**config.mk**
```make
export PLATFORM = sky130hd
export DESIGN_NAME = seq_alu_flat
export DESIGN_NICKNAME = d
export VERILOG_FILES = /design/src/rtl/seq_alu_if.sv /design/src/rtl/seq_alu.sv /design/src/flat_wrapper.sv
export SDC_FILE = /design/constraint.sdc
export NUM_CORES = 1
export LEC_CHECK = 0
export CAP_MARGIN = 20
export CORE_UTILIZATION = 55
export DETAILED_ROUTE_END_ITERATION = 10
export GPL_TIMING_DRIVEN = 0
export PLACE_DENSITY = 0.77
export SLEW_MARGIN = 0
export SYNTH_ARGS = -nofsm -noshare
export SYNTH_HDL_FRONTEND = slang
export SYNTH_SLANG_ARGS = --single-unit
```
**constraint.sdc**
```tcl
create_clock -name clk -period 3.5 [get_ports clk]
set_input_delay 0.7 -clock clk [delete_from_list [all_inputs] [get_ports clk]]
set_output_delay 0.7 -clock clk [all_outputs]
set_load 0.01 [all_outputs]
```
**src/rtl/seq_alu_if.sv**
```systemverilog
// Request/response bundle between decode, seq_alu and write-back.
// Master drives the request; slave returns result and flags.
interface seq_alu_if #(
  parameter int unsigned N = 8
);
  logic         start;
  logic [4:0]   OpCode;
  logic [N-1:0] a;
  logic [N-1:0] b;
  logic         cin;
  logic         busy;
  logic         done;
  logic [N-1:0] alu_out;
  logic [N-1:0] alu_out_hi;
  logic         V;
  logic         C;
  logic         N_;
  logic         Z_;
  logic         dz;
  logic         illegal;

  modport master (
    output start, OpCode, a, b, cin,
    input  busy, done, alu_out, alu_out_hi, V, C, N_, Z_, dz, illegal
  );

  modport slave (
    input  start, OpCode, a, b, cin,
    output busy, done, alu_out, alu_out_hi, V, C, N_, Z_, dz, illegal
  );
endinterface

```
**src/rtl/seq_alu.sv**
```systemverilog
// Sequential ALU: single-cycle logic/arith/shift ops plus iterative
// shift-add multiply and restoring divide behind a start/done handshake.
module seq_alu #(
  parameter int unsigned N = 8
) (
  input  logic     clk,
  input  logic     rst,
  seq_alu_if.slave bus
);
  localparam int unsigned LW  = $clog2(N);
  localparam int unsigned CW  = LW + 1;
  localparam int unsigned NP1 = N + 1;

  localparam logic [4:0] OP_ADD  = 5'h00, OP_SUB  = 5'h01, OP_MUL  = 5'h02, OP_DIV  = 5'h03;
  localparam logic [4:0] OP_AND  = 5'h04, OP_OR   = 5'h05, OP_XOR  = 5'h06, OP_NOR  = 5'h07;
  localparam logic [4:0] OP_NAND = 5'h08, OP_XNOR = 5'h09;
  localparam logic [4:0] OP_EQ   = 5'h0A, OP_NEQ  = 5'h0B, OP_LT   = 5'h0C, OP_LTE  = 5'h0D;
  localparam logic [4:0] OP_GT   = 5'h0E, OP_GTE  = 5'h0F;
  localparam logic [4:0] OP_SHL  = 5'h10, OP_SHR  = 5'h11, OP_ROL  = 5'h12, OP_ROR  = 5'h13;

  typedef enum logic [1:0] {IDLE, MUL_IT, DIV_IT} state_e;

  state_e         state_q, state_d;
  logic [CW-1:0]  cnt_q, cnt_d;
  logic           busy_q, busy_d, done_q, done_d;
  logic [N-1:0]   lo_q, lo_d, hi_q, hi_d;
  logic           v_q, v_d, c_q, c_d, n_q, n_d, z_q, z_d;
  logic           dz_q, dz_d, ill_q, ill_d;
  logic [2*N-1:0] acc_q, acc_d, mcand_q, mcand_d;
  logic [N-1:0]   mplier_q, mplier_d;
  logic [N-1:0]   quot_q, quot_d, rem_q, rem_d, dvsr_q, dvsr_d;

  logic [N-1:0]   r_lo;
  logic           r_v, r_c, r_n, r_z, r_ill;
  logic [N:0]     sum, diff;
  logic [LW-1:0]  amt;
  logic [2*N-1:0] acc_step;
  logic [N:0]     shifted;
  logic           q_bit;
  logic [N-1:0]   rem_next;

  // Single-cycle result and flags straight from the request operands.
  always_comb begin
    amt   = bus.b[LW-1:0];
    sum   = {1'b0, bus.a} + {1'b0, bus.b} + NP1'(bus.cin);
    diff  = {1'b0, bus.a} - {1'b0, bus.b};
    r_lo  = '0;
    r_v   = 1'b0;
    r_c   = 1'b0;
    r_n   = 1'b0;
    r_z   = 1'b0;
    r_ill = 1'b0;
    case (bus.OpCode)
      OP_ADD: begin
        r_lo = sum[N-1:0];
        r_c  = sum[N];
        r_v  = (bus.a[N-1] == bus.b[N-1]) && (sum[N-1] != bus.a[N-1]);
        r_n  = sum[N-1];
        r_z  = (sum[N-1:0] == '0);
      end
      OP_SUB: begin
        r_lo = diff[N-1:0];
        r_c  = ~diff[N];
        r_v  = (bus.a[N-1] != bus.b[N-1]) && (diff[N-1] != bus.a[N-1]);
        r_n  = diff[N-1];
        r_z  = (diff[N-1:0] == '0);
      end
      OP_MUL, OP_DIV: r_lo = '0;
      OP_AND:  r_lo = bus.a & bus.b;
      OP_OR:   r_lo = bus.a | bus.b;
      OP_XOR:  r_lo = bus.a ^ bus.b;
      OP_NOR:  r_lo = ~(bus.a | bus.b);
      OP_NAND: r_lo = ~(bus.a & bus.b);
      OP_XNOR: r_lo = ~(bus.a ^ bus.b);
      OP_EQ:   r_lo = N'(bus.a == bus.b);
      OP_NEQ:  r_lo = N'(bus.a != bus.b);
      OP_LT:   r_lo = N'(bus.a <  bus.b);
      OP_LTE:  r_lo = N'(bus.a <= bus.b);
      OP_GT:   r_lo = N'(bus.a >  bus.b);
      OP_GTE:  r_lo = N'(bus.a >= bus.b);
      OP_SHL:  r_lo = bus.a << amt;
      OP_SHR:  r_lo = bus.a >> amt;
      // A shift by the full width yields 0, so amount 0 passes a through.
      OP_ROL:  r_lo = (bus.a << amt) | (bus.a >> (CW'(N) - CW'(amt)));
      OP_ROR:  r_lo = (bus.a >> amt) | (bus.a << (CW'(N) - CW'(amt)));
      default: r_ill = 1'b1;
    endcase
  end

  // One multiplier bit and one restoring-divide quotient bit per step.
  always_comb begin
    acc_step = acc_q + (mplier_q[0] ? mcand_q : '0);
    shifted  = {rem_q, quot_q[N-1]};
    q_bit    = (shifted >= {1'b0, dvsr_q});
    rem_next = q_bit ? (shifted[N-1:0] - dvsr_q) : shifted[N-1:0];
  end

  // Next-state and registered-output logic.
  always_comb begin
    state_d  = state_q;
    cnt_d    = cnt_q;
    busy_d   = busy_q;
    done_d   = 1'b0;
    lo_d     = lo_q;
    hi_d     = hi_q;
    v_d      = v_q;
    c_d      = c_q;
    n_d      = n_q;
    z_d      = z_q;
    dz_d     = dz_q;
    ill_d    = ill_q;
    acc_d    = acc_q;
    mcand_d  = mcand_q;
    mplier_d = mplier_q;
    quot_d   = quot_q;
    rem_d    = rem_q;
    dvsr_d   = dvsr_q;
    case (state_q)
      IDLE: begin
        if (bus.start) begin
          if (bus.OpCode == OP_MUL) begin
            mcand_d  = {{N{1'b0}}, bus.a};
            mplier_d = bus.b;
            acc_d    = '0;
            cnt_d    = CW'(N);
            busy_d   = 1'b1;
            state_d  = MUL_IT;
          end else if (bus.OpCode == OP_DIV) begin
            quot_d  = bus.a;
            dvsr_d  = bus.b;
            rem_d   = '0;
            cnt_d   = CW'(N);
            busy_d  = 1'b1;
            state_d = DIV_IT;
          end else begin
            lo_d   = r_lo;
            hi_d   = '0;
            v_d    = r_v;
            c_d    = r_c;
            n_d    = r_n;
            z_d    = r_z;
            dz_d   = 1'b0;
            ill_d  = r_ill;
            done_d = 1'b1;
          end
        end
      end
      MUL_IT: begin
        acc_d    = acc_step;
        mcand_d  = mcand_q << 1;
        mplier_d = mplier_q >> 1;
        cnt_d    = cnt_q - CW'(1);
        if (cnt_q == CW'(1)) begin
          lo_d    = acc_step[N-1:0];
          hi_d    = acc_step[2*N-1:N];
          {v_d, c_d, n_d, z_d, dz_d, ill_d} = '0;
          busy_d  = 1'b0;
          done_d  = 1'b1;
          state_d = IDLE;
        end
      end
      DIV_IT: begin
        rem_d  = rem_next;
        quot_d = {quot_q[N-2:0], q_bit};
        cnt_d  = cnt_q - CW'(1);
        if (cnt_q == CW'(1)) begin
          lo_d    = {quot_q[N-2:0], q_bit};
          hi_d    = rem_next;
          {v_d, c_d, n_d, z_d, ill_d} = '0;
          dz_d    = (dvsr_q == '0);
          busy_d  = 1'b0;
          done_d  = 1'b1;
          state_d = IDLE;
        end
      end
      default: state_d = IDLE;
    endcase
  end

  always_ff @(posedge clk) begin
    if (rst) begin
      state_q  <= IDLE;
      cnt_q    <= '0;
      busy_q   <= 1'b0;
      done_q   <= 1'b0;
      lo_q     <= '0;
      hi_q     <= '0;
      v_q      <= 1'b0;
      c_q      <= 1'b0;
      n_q      <= 1'b0;
      z_q      <= 1'b0;
      dz_q     <= 1'b0;
      ill_q    <= 1'b0;
      acc_q    <= '0;
      mcand_q  <= '0;
      mplier_q <= '0;
      quot_q   <= '0;
      rem_q    <= '0;
      dvsr_q   <= '0;
    end else begin
      state_q  <= state_d;
      cnt_q    <= cnt_d;
      busy_q   <= busy_d;
      done_q   <= done_d;
      lo_q     <= lo_d;
      hi_q     <= hi_d;
      v_q      <= v_d;
      c_q      <= c_d;
      n_q      <= n_d;
      z_q      <= z_d;
      dz_q     <= dz_d;
      ill_q    <= ill_d;
      acc_q    <= acc_d;
      mcand_q  <= mcand_d;
      mplier_q <= mplier_d;
      quot_q   <= quot_d;
      rem_q    <= rem_d;
      dvsr_q   <= dvsr_d;
    end
  end

  assign bus.busy       = busy_q;
  assign bus.done       = done_q;
  assign bus.alu_out    = lo_q;
  assign bus.alu_out_hi = hi_q;
  assign bus.V          = v_q;
  assign bus.C          = c_q;
  assign bus.N_         = n_q;
  assign bus.Z_         = z_q;
  assign bus.dz         = dz_q;
  assign bus.illegal    = ill_q;
endmodule

```
**src/flat_wrapper.sv**
```systemverilog
// flat-port wrapper written by rule: the top's interface ports become plain ports
module seq_alu_flat 
#(
  parameter int unsigned N = 8
)
  (clk, rst, bus_start, bus_OpCode, bus_a, bus_b, bus_cin, bus_busy, bus_done, bus_alu_out, bus_alu_out_hi, bus_V, bus_C, bus_N_, bus_Z_, bus_dz, bus_illegal);
  seq_alu_if #(.N(N)) bus_i ();
  input  logic clk;
  input  logic rst;
  input wire logic [$bits(bus_i.start)-1:0] bus_start;
  input wire logic [$bits(bus_i.OpCode)-1:0] bus_OpCode;
  input wire logic [$bits(bus_i.a)-1:0] bus_a;
  input wire logic [$bits(bus_i.b)-1:0] bus_b;
  input wire logic [$bits(bus_i.cin)-1:0] bus_cin;
  output wire logic [$bits(bus_i.busy)-1:0] bus_busy;
  output wire logic [$bits(bus_i.done)-1:0] bus_done;
  output wire logic [$bits(bus_i.alu_out)-1:0] bus_alu_out;
  output wire logic [$bits(bus_i.alu_out_hi)-1:0] bus_alu_out_hi;
  output wire logic [$bits(bus_i.V)-1:0] bus_V;
  output wire logic [$bits(bus_i.C)-1:0] bus_C;
  output wire logic [$bits(bus_i.N_)-1:0] bus_N_;
  output wire logic [$bits(bus_i.Z_)-1:0] bus_Z_;
  output wire logic [$bits(bus_i.dz)-1:0] bus_dz;
  output wire logic [$bits(bus_i.illegal)-1:0] bus_illegal;
  assign bus_i.start = bus_start;
  assign bus_i.OpCode = bus_OpCode;
  assign bus_i.a = bus_a;
  assign bus_i.b = bus_b;
  assign bus_i.cin = bus_cin;
  assign bus_busy = bus_i.busy;
  assign bus_done = bus_i.done;
  assign bus_alu_out = bus_i.alu_out;
  assign bus_alu_out_hi = bus_i.alu_out_hi;
  assign bus_V = bus_i.V;
  assign bus_C = bus_i.C;
  assign bus_N_ = bus_i.N_;
  assign bus_Z_ = bus_i.Z_;
  assign bus_dz = bus_i.dz;
  assign bus_illegal = bus_i.illegal;
  seq_alu #(.N(N)) u_core (.clk(clk), .rst(rst), .bus(bus_i));
endmodule
```
==> results, run 1 <==
- The global-route wire length before repair is 42500 um.
- The number of H-tree levels is 3.
- The worst setup path is captured at a flip-flop.
- The nature of the critical path startpoint is an input port.
- The category of the most critical setup path is input port to flip-flop.
- Synthesis handed over a netlist of 1049 instances.
- The post-synthesis average cell area is 7.78 um2.
- The post-synthesis cell type count is 86.
- The number of placed instances, taps included, is 1281.
- The commonest cells after synthesis are nor2_1 (108), dfxtp_1 (94), nand2_1 (93).
- Counting flops with a built-in enable in the synthesized netlist gives 0.
- The tool flagged a number of max-cap violations equal to 0.
- The final reports fail on design-rule violations.
- The number of buffers created by CTS is 9.
- After detailed routing, the average wire length per cell comes to 21.5 um.
- For the pin with the worst max-slew slack, the measured transition is 0.891 ns.
- The total overflow left after global routing is 0.
- The final count of negative-setup-slack endpoints is 0.
- The floorplan step set the die height to 124 um.
- The number of routed nets with antenna violations is 0.
- The data required time at the worst endpoint is 3.71 ns.
- After clock tree synthesis, the clock-pin slew on the worst setup and hold paths is 0.06 ns.
- By area, the combinational part of the netlist is dominated by simple AND/OR/NAND/NOR gates.
- In the final layout, the share of cells above drive strength 1 is 9.49%.
- The portion of netlist area occupied by mux cells is 9.95%.
- TritonCTS built the clock tree.
- In this run the standard cell core region covers 14500 um2.
- The insertion delay to the later sink of the worst-skew pair is 0.34 ns.
- The most used flip-flop cell after synthesis is dfxtp_1.
- The number of pins exceeding their max-slew limit in the final report came to 0.
- The floorplan step defined a die boundary enclosing 15300 um2.
- The synthesized netlist devotes 3.53% of its cell area to XOR and XNOR gates.
- For this design, the CTS-stage hold fixing added 0 buffers.
- The final critical path takes up 99.1% of the cycle.
- The longest individual stage delay on the worst path is 0.52 ns.
- The Yosys step of the flow raised 0 warnings.
- The aggregate global-route resource usage is 36.8%.
- The dominant cell type by count on the critical path is buf_12.
- The count of cells in the finished layout, fillers not included, comes to 1301.
- The pre-antenna-repair detailed-routing pass consisted of 11 iterations.
- Power spread over the standard cell area amounts to 326 nW/um2.
- For this run, asynchronously set or reset flops after synthesis account for 0%.
- Once detailed placement completed, the half-perimeter wirelength came to 21200 um.
- The worst path arrival time is 3.68 ns.
- The maximum buffer depth of the clock tree is 2.
- The number of flip-flops and latches in the synthesized netlist is 94.
- Summed over all failing endpoints, the final setup total negative slack is 0 ns.
- The final standard cell area without fillers is 9390 um2.
- The number of nets in the synthesized netlist is 1134.
- The root buffer selected by CTS is clkbuf_16.
- The tree built by TritonCTS fans out to 94 sinks.
- The pre-CTS worst setup slack is -1.31 ns.
- After detailed routing, the number of vias per cell comes to 6.61.
- The area growth from synthesis to layout is 15.1%.
- The portion of the post-synthesis area used by sequential elements is 23.1%.
- The worst pin sits at a relative slew slack of 40.4%.
- Derived from the worst setup path, the maximum achievable clock frequency is 0.288 GHz.
- After detailed placement, the total cell area comes to 8880 um2.
- The die is 124 um wide.
- The largest fanout on the critical path is 19.
- The analysis attributes to cell leakage a power of 3.52 nW.
- The post-detailed-routing wire length is 28000 um.
- The simple-gate area share of the yosys netlist is 24.6%.
- The remaining routing DRC violations is 3.
- The final worst-path setup slack is 0.0309 ns.
- The number of fill cells in the layout is 1311.
- Setup repair after global routing left no endpoint under its margin.
- Across the VDD grid, the largest voltage drop is 0.000235 V.
- The final route contains 8602 vias.
- The number of antenna violations at the first check in global routing was 0.
- The number of global-route vias before repair is 7945.
- The floorplan has 44 rows.
- The synthesized design devotes to its leading area cell type 23.1% of total area.
- The slowest cell on the critical path is or4b_4.
- The final RePlAce weighted congestion is 1.04.
- The number of hold violations in the final report was 0.
- The total I/O pin count is 49.
- The repair_antennas step left the layout with diodes totalling 0.
- In the final design database the tool counted 1198 nets.
- The number of DRC markers in iteration 0 is 874.
- The synthesized-area fraction occupied by ao, oa, aoi and oai cells is 23.2%.
- The initial core utilization is 56.3%.
- The post-synth design cell area is 8160 um2.
- The signal on the critical path passes through buf_2 > buf_8 > buf_12 > buf_12 > clkinvlp_4 > ha_1 > buf_6 > inv_1 > mux2_4 > a22o_1 > a22oi_2 > or4b_4 > a221oi_2 > o22ai_1.
- Between clock sinks in the finished design, the worst skew comes to 0.00421 ns.
- The class of the worst hold path is flip-flop to flip-flop.
- The post-layout minimum cycle time is 3.47 ns.
- The flow ran to the end, but the final reports show violations.
- On the final layout, the worst hold slack is 0.454 ns.
- The count of buffers added on input and output ports is 48.
- In the post-synthesis netlist, the biggest area contributors are dfxtp_1 (23%), ha_1 (8.4%), mux2i_1 (6.1%).
- The adder-cell share of the synthesized area is 9.66%.
- The cell with the most instances after synthesis is nor2_1.
- The cell type with the highest aggregate area in the netlist is dfxtp_1.
- The pin count of the biggest net entering global routing is 20.
cell type report:
class / count / area [um2] / share of cell area [%]
plain buffers: 73 / 407 / 4.33
clock buffers: 9 / 225 / 2.40
clock inverters: 6 / 111 / 1.19
inverters: 44 / 178 / 1.89
multi-input cells: 837 / 5840 / 62.2
flip-flops and latches: 94 / 1880 / 20.0
well taps: 184 / 230 / 2.45
repair buffers: 54 / 518 / 5.52
routing by layer:
| metal | routed length (um) | GRT usage, % | up-vias |
|---|---|---|---|
| met5 | 0 | 0 | - |
| met2 | 13000 | 61.8 | 482 |
| met1 | 11000 | 44.0 | 4024 |
| li1 | - | - | 3975 |
| met4 | 1830 | 24.8 | 0 |
| met3 | 2080 | 4.17 | 121 |
placed cells by master, fill, tap and decap left out, types with 15 or more instances in the layout:
master           count
a211oi_1            24
a21oi_1             78
and2_1              17
buf_2               18
clkbuf_1            31
clkdlybuf4s50_1     36
dfxtp_1             94
ha_1                54
inv_1               40
mux2i_1             50
nand2_1             93
nand3_1             45
nor2_1             108
nor2b_1             15
nor3_1              24
nor4_1              16
o21ai_0             47
xnor2_1             20
report_power, final:
| part | switching (W) | internal, W |
|---|---|---|
| Clock | 0.000414 | 0.000694 |
| Combinational | 0.000520 | 0.000317 |
| Sequential | 0.0000220 | 0.00110 |
| Total | 0.000956 | 0.00211 |
flip-flops by register name, indices dropped and copies added, names as in the netlist:
register and flops:
u_core.bus.alu_out_hi 8, u_core.bus.busy 1, u_core.bus.V 1, u_core.rem_q 8, u_core.bus.N_ 1, u_core.acc_q 16
u_core.cnt_q 4, u_core.bus.done 1, u_core.bus.dz 1, u_core.bus.illegal 1, u_core.state_q 2, u_core.mcand_q 16
u_core.bus.C 1, u_core.quot_q 8, u_core.mplier_q 8, u_core.bus.Z_ 1, u_core.bus.alu_out 8, u_core.dvsr_q 8
kinds of logic (layout without fill, tap and decap cells):
kind of cell    count (synthesis)  count (layout)
fa+ha+maj                      60              60
flops                          94              94
compound gates                281             281
simple gates                  398             398
mux                            66              66
buf+inv                       118             186
xor+xnor                       32              32
worst paths after layout:
| check | start | to | slack [ns] | depth (start not counted) |
|---|---|---|---|---|
| worst max register to register | u_core.mplier_q[0] | u_core.bus.alu_out_hi[4] | 0.36 | 11 |
| worst min-delay path | u_core.acc_q[10] | u_core.acc_q[10] | 0.45 | 2 |
| worst min register to register | u_core.acc_q[10] | u_core.acc_q[10] | 0.45 | 2 |
| worst max-delay path | bus_b[0] | u_core.bus.alu_out[6] | 0.03 | 14 |
stage by stage:
stage	utilization (%)	total power [W]
detailed placement	61.3	0.00193
global route	64.8	0.00317
floorplan	-	0.00166
finish	64.8	0.00306
global placement	61.3	0.00192
CTS	64.6	0.00304
repair_timing:
item | in CTS | in global routing
setup buffers | 6 | 0
gates resized for setup | 54 | 16
setup endpoints to repair | 11 | 8
pin swaps | 3 | 2
worst max-delay path, delay by kind of cell:
kind | cells | cell delay, ns
fa+ha+maj | 1 | 0.31
simple gates | 1 | 0.52
compound gates | 4 | 0.77
buf+inv | 7 | 1.04
mux | 1 | 0.33
Power figures use the tool's default switching activity.
==> run 2, diff against run 1 <==
CORE_UTILIZATION = 57   (was 55)
CTS_BUF_LIST = sky130_fd_sc_hd__clkbuf_8   (was not set)
PLACE_DENSITY = 0.79   (was 0.77)
==> run 2 against run 1 <==
The flow now finishes without violations. First-iteration DRC count down 15%. Cell area down 0.67%. Die area down 3.5%. Final cell count up 0.23%. Worst hold slack worse by 0.0014 ns. Fmax up 1.5%. Largest power group unchanged. Setup slack better by 0.051 ns. Sequential share of layout area up 0.13 points. Combinational power up 2%. Clock skew up 0.0047 ns. Non-clock buffer count up 6. Global-route usage up 1.9 points.
==> results, run 2 (synthesized netlist as in run 1, its figures left out) <==
- The wire length per cell is 21.8 um (was 21.5 um).
- The final design utilization was 66.9% (was 64.8%).
- The most utilized layer in the global route result is met2 (unchanged).
- The power density over the cells is 292 nW/um2 (was 326 nW/um2).
- The worst path arrival time came to 3.68 ns (about the same).
- The peak supply drop is 0.000184 V (was 0.000235 V).
- The vertical extent of the die came to 122 um (was 124 um).
- The number of pins exceeding their max-slew limit in the final report is 0 (unchanged).
- The number of buffers created by CTS is 9 (unchanged).
- The total I/O pin count is 49 (unchanged).
- The share of total power in the clock network came to 27.5% (was 36.2%).
- The number of DRC markers in iteration 0 came to 740 (was 874).
- The number of H-tree levels is 3 (unchanged).
- Largest registers: u_core.acc_q x16, u_core.mcand_q x16 (unchanged).
- The tightest slew margin relative to the limit is 43.5% (was 40.4%).
- The max-cap check violation count is 0 (unchanged).
- The floorplan die width is 122 um (was 124 um).
- The met1 track utilization from global routing was 46.0% (was 44.0%).
- The data required time at the worst endpoint was 3.76 ns (was 3.71 ns).
- The placed instance count is 1277 (was 1281).
- The final RePlAce weighted congestion is 0.996 (was 1.04).
- The remaining routing DRC violations was 0 (was 3).
- The proportion of total power due to net switching is 35.6% (was 31.2%).
- The clock sink count is 94 (unchanged).
- The pin count of the biggest net entering global routing is 20 (unchanged).
- The antenna cell count was 0 (unchanged).
- The post-route total power is 0.00272 W (was 0.00306 W).
- The nature of the critical path startpoint is an input port (unchanged).
- Run status: complete, no violations (was finished with violations).
- Unrepaired setup endpoints after global routing: no (unchanged).
- The leakage power summed over all cells is 3.52 nW (about the same).
- The total number of vias is 8472 (was 8602).
- The global-route wire length before repair is 43500 um (was 42500 um).
- The insertion delay to the later sink of the worst-skew pair was 0.37 ns (was 0.34 ns).
- The number of global-route vias before repair was 8047 (was 7945).
- The number of buffers added on ports came to 48 (unchanged).
- The detailed placer's ending HPWL is 21400 um (was 21200 um).
- The cell internal power dissipation was 0.00175 W (was 0.00211 W).
- The clock-pin slew on the worst setup and hold paths is 0.10 ns (was 0.06 ns).
- The root buffer selected by CTS is clkbuf_8 (was clkbuf_16).
- The fraction of final layout cells sized beyond drive strength 1 is 10.6% (was 9.49%).
- Leading cell types in the layout, fill and taps excluded: nor2_1 (108), dfxtp_1 (94), nand2_1 (93) (unchanged).
- The largest fanout on the critical path is 10 (was 19).
- The kind of end point of the critical path was a flip-flop (unchanged).
- The number of non-filler instances in the completed layout is 1304 (was 1301).
- The number of detailed-route iterations in the first pass is 5 (was 11).
- The final net count is 1204 (was 1198).
- The initial core utilization is 58.5% (was 56.3%).
- The number of core rows is 43 (was 44).
- The growth of design area from synthesis to finish is 14.3% (was 15.1%).
- The number of hold violations in the final report came to 0 (unchanged).
- The slew at the pin with the worst max-slew slack was 0.845 ns (was 0.891 ns).
- The most frequent standard cell in the layout excluding fill and tap cells is nor2_1 (unchanged).
- The CTS tree is built (unchanged).
- The detail-routed via count per cell is 6.50 (was 6.61).
- The category of the most critical setup path is input port to flip-flop (unchanged).
- The part of the power in combinational logic is 31.4% (was 27.3%).
- The maximum buffer depth of the clock tree was 2 (unchanged).
- The switching power summed over all nets is 0.000969 W (was 0.000956 W).
- The class of the worst hold path is flip-flop to flip-flop (unchanged).
- The post-cts hold buffer count came to 0 (unchanged).
- The leftover overflow at the end of global routing came to 0 (unchanged).
- The met3 layer usage reported by global route is 4.63% (was 4.17%).
- The die area is 14800 um2 (was 15300 um2).
- The final count of negative-setup-slack endpoints is 0 (unchanged).
- The highest achievable clock rate came to 0.293 GHz (was 0.288 GHz).
- The sequential share of power is 41.0% (was 36.6%).
- The met2 track demand over resource came to 65.4% (was 61.8%).
- The number of routed nets with antenna violations is 0 (unchanged).
- The aggregate global-route resource usage came to 38.7% (was 36.8%).
- The number of antenna violations at the first check in global routing is 0 (unchanged).
- The worst clock skew on the final layout came to 0.00894 ns (was 0.00421 ns).
- The share of the cycle needed by the critical path after routing was 97.7% (was 99.1%).
- The final standard cell area without fillers is 9320 um2 (was 9390 um2).
- The standard cell core area is 13900 um2 (was 14500 um2).
- The placed cell area is 8870 um2 (was 8880 um2).
- The post-detailed-routing wire length is 28400 um (was 28000 um).
- The final-layout setup total negative slack is 0 ns (unchanged).
- The post-layout minimum cycle time is 3.42 ns (was 3.47 ns).
-- run 2: critical path: stages --
cell	delay [ns]
clkbuf_2	0.22
buf_6	0.20
inv_1	0.13
ha_1	0.29
buf_2	0.18
or4_4	0.53
nor4b_4	0.34
xnor2_1	0.16
nor3_1	0.08
nor4_1	0.33
a21oi_1	0.15
or3_1	0.35
-- run 2: layout make-up --
cell class	instances	area, um2
multi-input combinational	837	5870
fill	1235	4610
sequential	94	1880
timing repair buffer	60	568
buffer	73	405
tap	180	225
inverter	44	179
clock buffer	9	124
clock inverter	7	72.6
-- run 2: final timing paths --
check                      startpoint                        to  slack (ns)  cells past startpoint
max                          bus_a[4]     u_core.bus.alu_out[0]        0.08                     12
min          u_core.bus.alu_out_hi[2]  u_core.bus.alu_out_hi[2]        0.45                      2
max reg2reg        u_core.mplier_q[0]  u_core.bus.alu_out_hi[4]        0.30                     11
min reg2reg  u_core.bus.alu_out_hi[2]  u_core.bus.alu_out_hi[2]        0.45                      2
-- run 2: repair_timing --
action                                  CTS  global route
resized for setup                        50            34
endpoints found under the setup margin   11             8
endpoints found under the hold margin     0             0
pin swaps                                 2             4
buffers inserted                          8             4
-- run 2: metrics by stage --
stage               hold WS (ns)  setup slack (ns)
floorplan                  0.432           0.00306
global placement           0.435             -1.32
detailed placement         0.439             -1.35
CTS                        0.457          0.000509
global route               0.475            0.0245
finish                     0.453            0.0818
-- run 2: power groups by stage --
| stage | clock network, W | registers, W | logic (W) |
|---|---|---|---|
| floorplan | 0 | 0.00114 | 0.000519 |
| global placement | 0 | 0.00114 | 0.000782 |
| detailed placement | 0 | 0.00114 | 0.000789 |
| CTS | 0.000752 | 0.00112 | 0.000816 |
| global route | 0.000787 | 0.00112 | 0.000911 |
| finish | 0.000750 | 0.00112 | 0.000856 |
-- run 2: routing by layer --
metal  wire [um]  share of wire (%)
met4        1840                6.5
met3        1850                6.5
met5           0                  0
met1       11300                 40
met2       13400                 47
==> variant 1: new RTL, flow settings as in run 1 <==
`N` is set to 8 in 3 places; all go to 4.
--- a/src/rtl/seq_alu_if.sv
+++ b/src/rtl/seq_alu_if.sv
@@ -3,3 +3,3 @@
 interface seq_alu_if #(
-  parameter int unsigned N = 8
+  parameter int unsigned N = 4
 );
--- a/src/rtl/seq_alu.sv
+++ b/src/rtl/seq_alu.sv
@@ -3,3 +3,3 @@
 module seq_alu #(
-  parameter int unsigned N = 8
+  parameter int unsigned N = 4
 ) (
--- a/src/flat_wrapper.sv
+++ b/src/flat_wrapper.sv
@@ -3,3 +3,3 @@
 #(
-  parameter int unsigned N = 8
+  parameter int unsigned N = 4
 )
Ports: changed (resized bus_a, bus_alu_out, bus_alu_out_hi and bus_b); port bits go from 49 to 33. No check against the original RTL was run, so the function may have changed too.
==> variant 1 against run 1 <==
- core utilization decreased by 0.35 points
- total power decreased by 54%
- clock power decreased by 55%
- routed wire length decreased by 59%
- sequential cell count decreased by 41
- first-iteration DRC count decreased by 60%
- synthesized area decreased by 49%
- sequential share of layout area increased by 2.5 points
- final area decreased by 50%
- worst setup slack improved by 130 ps
- register-to-register slack improved by 640 ps
- largest cell class unchanged
- cell count decreased by 49%
==> variant 1: results (changes against run 1) <==
Run status: finished, final reports clean (was complete, but fails checks). The maximum clock skew at final layout came out at 7.05 ps (was 4.21 ps). The wire length on met1 is 5060 um (was 11,000 um).

The register-to-register setup slack came out at 1000 ps (was 360 ps). The capture point of the worst path is u_core.bus.alu_out[0] (was u_core.bus.alu_out[6]). The share of total power in sequential cells was 43.8% (was 36.6%). The data arrival time of the worst path came to 3510 ps (was 3680 ps). The first-pass GRT wire length came out at 18,500 um (was 42,500 um). The logic depth of the worst register-to-register path is 9 (was 11). The final-layout non-clock buffer area share came out at 8.99% (was 9.85%). The power density over the cells came out at 298 nW/um^2 (was 326 nW/um^2).

The fraction of layout cells with a size suffix above 1 is 5.33% (was 9.49%). The maximum level of the CTS H-tree came out at 2 (was 3). The detailed-route via count came to 4,064 (was 8,602). The number of ordinary inverters in the final layout was 29 (was 44).

The origin of the worst min-delay path was u_core.cnt_q[1] (was u_core.acc_q[10]). The net count after synthesis came out at 582 (was 1,134). The delay of the slowest cell on the worst path was 500 ps (was 520 ps).

The number of gates resized after cts is 0 (was 54). The number of cells after detailed placement is 655 (was 1,281). The total wire length came out at 11,500 um (was 28,000 um).

The detailed route wirelength on metal2 came to 5380 um (was 13,000 um). The adder and majority gate portion of the synthesized area is 11.7% (was 9.66%). The filler cell count in the final layout is 685 (was 1,311). The flip-flop and latch count after synthesis is 53 (was 94). The via count of the first global-routing pass was 3,749 (was 7,945).

The first-pass iteration count of the detailed router was 5 (was 11). The number of buffers created by CTS was 5 (was 9). The number of multi-input logic gates came to 411 (was 837). The worst slack at placement was -296 ps (was -1310 ps). The number of clock-tree buffers in the layout is 5 (was 9). The met3 routed wirelength is 833 um (was 2080 um). Ranking of synthesized cells by area: sky130_fd_sc_hd__dfxtp_1 25%, sky130_fd_sc_hd__ha_1 9.3%, sky130_fd_sc_hd__a21oi_1 6.2% (was sky130_fd_sc_hd__dfxtp_1 23%, sky130_fd_sc_hd__ha_1 8.4%, sky130_fd_sc_hd__mux2i_1 6.1%). The final weighted congestion in routability-driven placement is 0.908 (was 1.04).

The number of non-clock buffers in the layout is 62 (was 127). The worst supply voltage drop on vdd came out at 0.264 mV (was 0.235 mV). The violation count after the first detailed-route iteration came out at 352 (was 874). The total half-perimeter wirelength after legalization and detailed placement is 8680 um (was 21,200 um). The final hold slack came out at 457 ps (was 454 ps).

The multiplexer fraction of the synthesized cell area came out at 6.52% (was 9.95%). The count of input and output buffers came out at 27 (was 48). The number of distinct standard cells referenced by the synthesized netlist came out at 64 (was 86). The complex-gate fraction of the synthesized area is 24.0% (was 23.2%). The met1 track demand over resource in global routing is 41.1% (was 44.0%). The worst max-slew margin expressed relative to the limit came out at 42.3% (was 40.4%).

The detailed-route wire length per cell came out at 17.3 um (was 21.5 um). The total global-route track usage is 30.8% (was 36.8%). The terminating pin of the worst hold path is u_core.cnt_q[1] (was u_core.acc_q[10]). The met2 usage in global routing came to 51.1% (was 61.8%). Registers with the most flip-flops: u_core.acc_q x8, u_core.mcand_q x8 (was u_core.acc_q x16, u_core.mcand_q x16).
-- variant 1: changes by cell type in the layout (fill, tap and decap cells not counted), moves of 23 or more --
cell,change
sky130_fd_sc_hd__nand3_1,-34
sky130_fd_sc_hd__a21oi_1,-26
sky130_fd_sc_hd__ha_1,-23
sky130_fd_sc_hd__o21ai_0,-38
sky130_fd_sc_hd__nor2_1,-57
sky130_fd_sc_hd__mux2i_1,-24
sky130_fd_sc_hd__nand2_1,-51
sky130_fd_sc_hd__dfxtp_1,-41
-- variant 1: cell families (layout without fill, tap and decap cells) --
| family | Yosys count | in the layout |
|---|---|---|
| xor+xnor | 14 | 14 |
| flops | 53 | 53 |
| fa+ha+maj | 36 | 36 |
| buf+inv | 65 | 99 |
| simple gates | 184 | 184 |
| compound gates | 150 | 150 |
| mux | 27 | 27 |
==> variant 2: new RTL, flow settings as in run 1 <==
Without the edit above. Remove the case item `OP_SHR` of the case on `bus.OpCode`.
--- a/src/rtl/seq_alu.sv
+++ b/src/rtl/seq_alu.sv
@@ -81,3 +81,2 @@
       OP_SHL:  r_lo = bus.a << amt;
-      OP_SHR:  r_lo = bus.a >> amt;
       // A shift by the full width yields 0, so amount 0 passes a through.
Function: changed (Yosys sat finds a counterexample within 4 cycles, from zero or initial values and one cycle with rst high).
==> variant 2 against run 1 <==
- the flow still finishes with violations (DRC)
- final area grew 0.76%
- total power shrank 0.39%
- worst setup slack better by 21 ps
- sequential cell count unchanged
- register-to-register slack got worse by 110 ps
- synthesized area grew 1.7%
- largest cell class unchanged
- clock skew grew 4.2 ps
- maximum frequency rose by 0.62%
- routed wire length is essentially flat
- critical path depth fell by 3
- non-clock buffer count decreased by 8
==> variant 2: results (changes against run 1) <==
Run status: complete, but fails checks (unchanged). Failing checks: DRC (unchanged). The origin of the worst min-delay path is u_core.bus.alu_out_hi[6] (was u_core.acc_q[10]).

The number of distinct standard cells referenced by the synthesized netlist is 90 (was 86). The largest fanout on the critical path is 9 (was 19). The detailed-route wire length per cell came out at 21.5 um (about the same). The first-pass GRT wire length is 43,900 um (was 42,500 um).

The via count of the first global-routing pass came out at 8,098 (was 7,945). Ranking of synthesized cells by area: sky130_fd_sc_hd__dfxtp_1 23%, sky130_fd_sc_hd__ha_1 8.3%, sky130_fd_sc_hd__mux2i_1 7.4% (was sky130_fd_sc_hd__dfxtp_1 23%, sky130_fd_sc_hd__ha_1 8.4%, sky130_fd_sc_hd__mux2i_1 6.1%). The first-pass iteration count of the detailed router is 8 (was 11). The critical register-to-register path endpoint is u_core.acc_q[15] (was u_core.bus.alu_out_hi[4]). The insertion delay to the later sink of the worst-skew pair came to 360 ps (was 340 ps). The total global-route track usage is 35.9% (was 36.8%). The filler cell count in the final layout is 1,313 (was 1,311).

The terminating pin of the worst hold path is u_core.bus.alu_out_hi[6] (was u_core.acc_q[10]). The net count after synthesis came out at 1,141 (was 1,134). The count of input and output buffers came out at 46 (was 48). The maximum clock skew at final layout came to 8.43 ps (was 4.21 ps). The violation count after the first detailed-route iteration came out at 804 (was 874). The fraction of layout cells with a size suffix above 1 came to 10.4% (was 9.49%). The fraction of the yosys area taken by sequential cells is 22.7% (was 23.1%).

The logic depth of the worst register-to-register path is 10 (was 11). The final routed DRC violation total is 6 (was 3). The cell leakage power was 3.57 nW (was 3.52 nW).

Most common library cells after synthesis: 104 x sky130_fd_sc_hd__nand2_1, 94 x sky130_fd_sc_hd__dfxtp_1, 92 x sky130_fd_sc_hd__nor2_1 (was 108 x sky130_fd_sc_hd__nor2_1, 94 x sky130_fd_sc_hd__dfxtp_1, 93 x sky130_fd_sc_hd__nand2_1). The register-to-register setup slack is 250 ps (was 360 ps). The final weighted congestion in routability-driven placement came out at 0.987 (was 1.04). The slowest library cell on the worst path is sky130_fd_sc_hd__clkdlybuf4s50_1 (was sky130_fd_sc_hd__or4b_4).

The worst supply voltage drop on vdd is 0.301 mV (was 0.235 mV). The launch point of the critical path is bus_b[1] (was bus_b[0]). The delay of the slowest cell on the worst path is 480 ps (was 520 ps).
[variant 2: logic make-up (layout without fill, tap and decap cells)]
group / count (synthesis) / after routing / synth area share, %
and+or+nand+nor: 375 / 375 / 22.3
AOI/OAI and AO/OA: 294 / 294 / 24.3
buffers and inverters: 125 / 187 / 6.90
DFF: 94 / 94 / 22.7
muxes: 81 / 81 / 11.5
adders and majority gates: 60 / 60 / 9.50
xor gates and xnor gates: 27 / 27 / 2.85
[variant 2: layout make-up]
class,instances,area share [%]
multi-input combinational,837,62.8
inverter,52,2.14
clock inverter,7,0.741
timing repair buffer,49,5.32
clock buffer,9,2.38
tap,184,2.43
sequential,94,19.9
buffer,70,4.27
[variant 2: metal layers]
metal | vias to the layer above | global-route usage, % | wire length [um]
met5 | - | 0 | 0
met4 | 0 | 20.2 | 1590
met3 | 99 | 3.44 | 2030
met2 | 460 | 60.0 | 13100
met1 | 4085 | 45.5 | 11300
li1 | 3991 | - | -
[variant 2: where the power goes]
| part | leakage, nW | total [mW] | switching (mW) | internal (mW) |
|---|---|---|---|---|
| Clock | 0.144 | 0.997 | 0.490 | 0.506 |
| Combinational | 2.67 | 0.933 | 0.570 | 0.363 |
| Sequential | 0.759 | 1.12 | 0.0251 | 1.10 |
| Total | 3.57 | 3.05 | 1.09 | 1.97 |
[variant 2: through the flow]
step / hold WS, ps / worst slack (ps) / std cells / cell area (sq um)
floorplan: 432 / 517 / 1056 / 8300
finish: 452 / 52.3 / 1302 / 9460
global placement: 437 / -1050 / 1286 / 8990
detailed placement: 442 / -1010 / 1286 / 8990
CTS: 457 / -0.417 / 1300 / 9370
global route: 477 / -7.96 / 1302 / 9460
[variant 2: timing repair]
action / CTS / global route
cloned: 0 / 0
resized for setup: 32 / 26
pin swaps: 0 / 0
buffers inserted: 0 / 3
setup endpoints to repair: 12 / 13
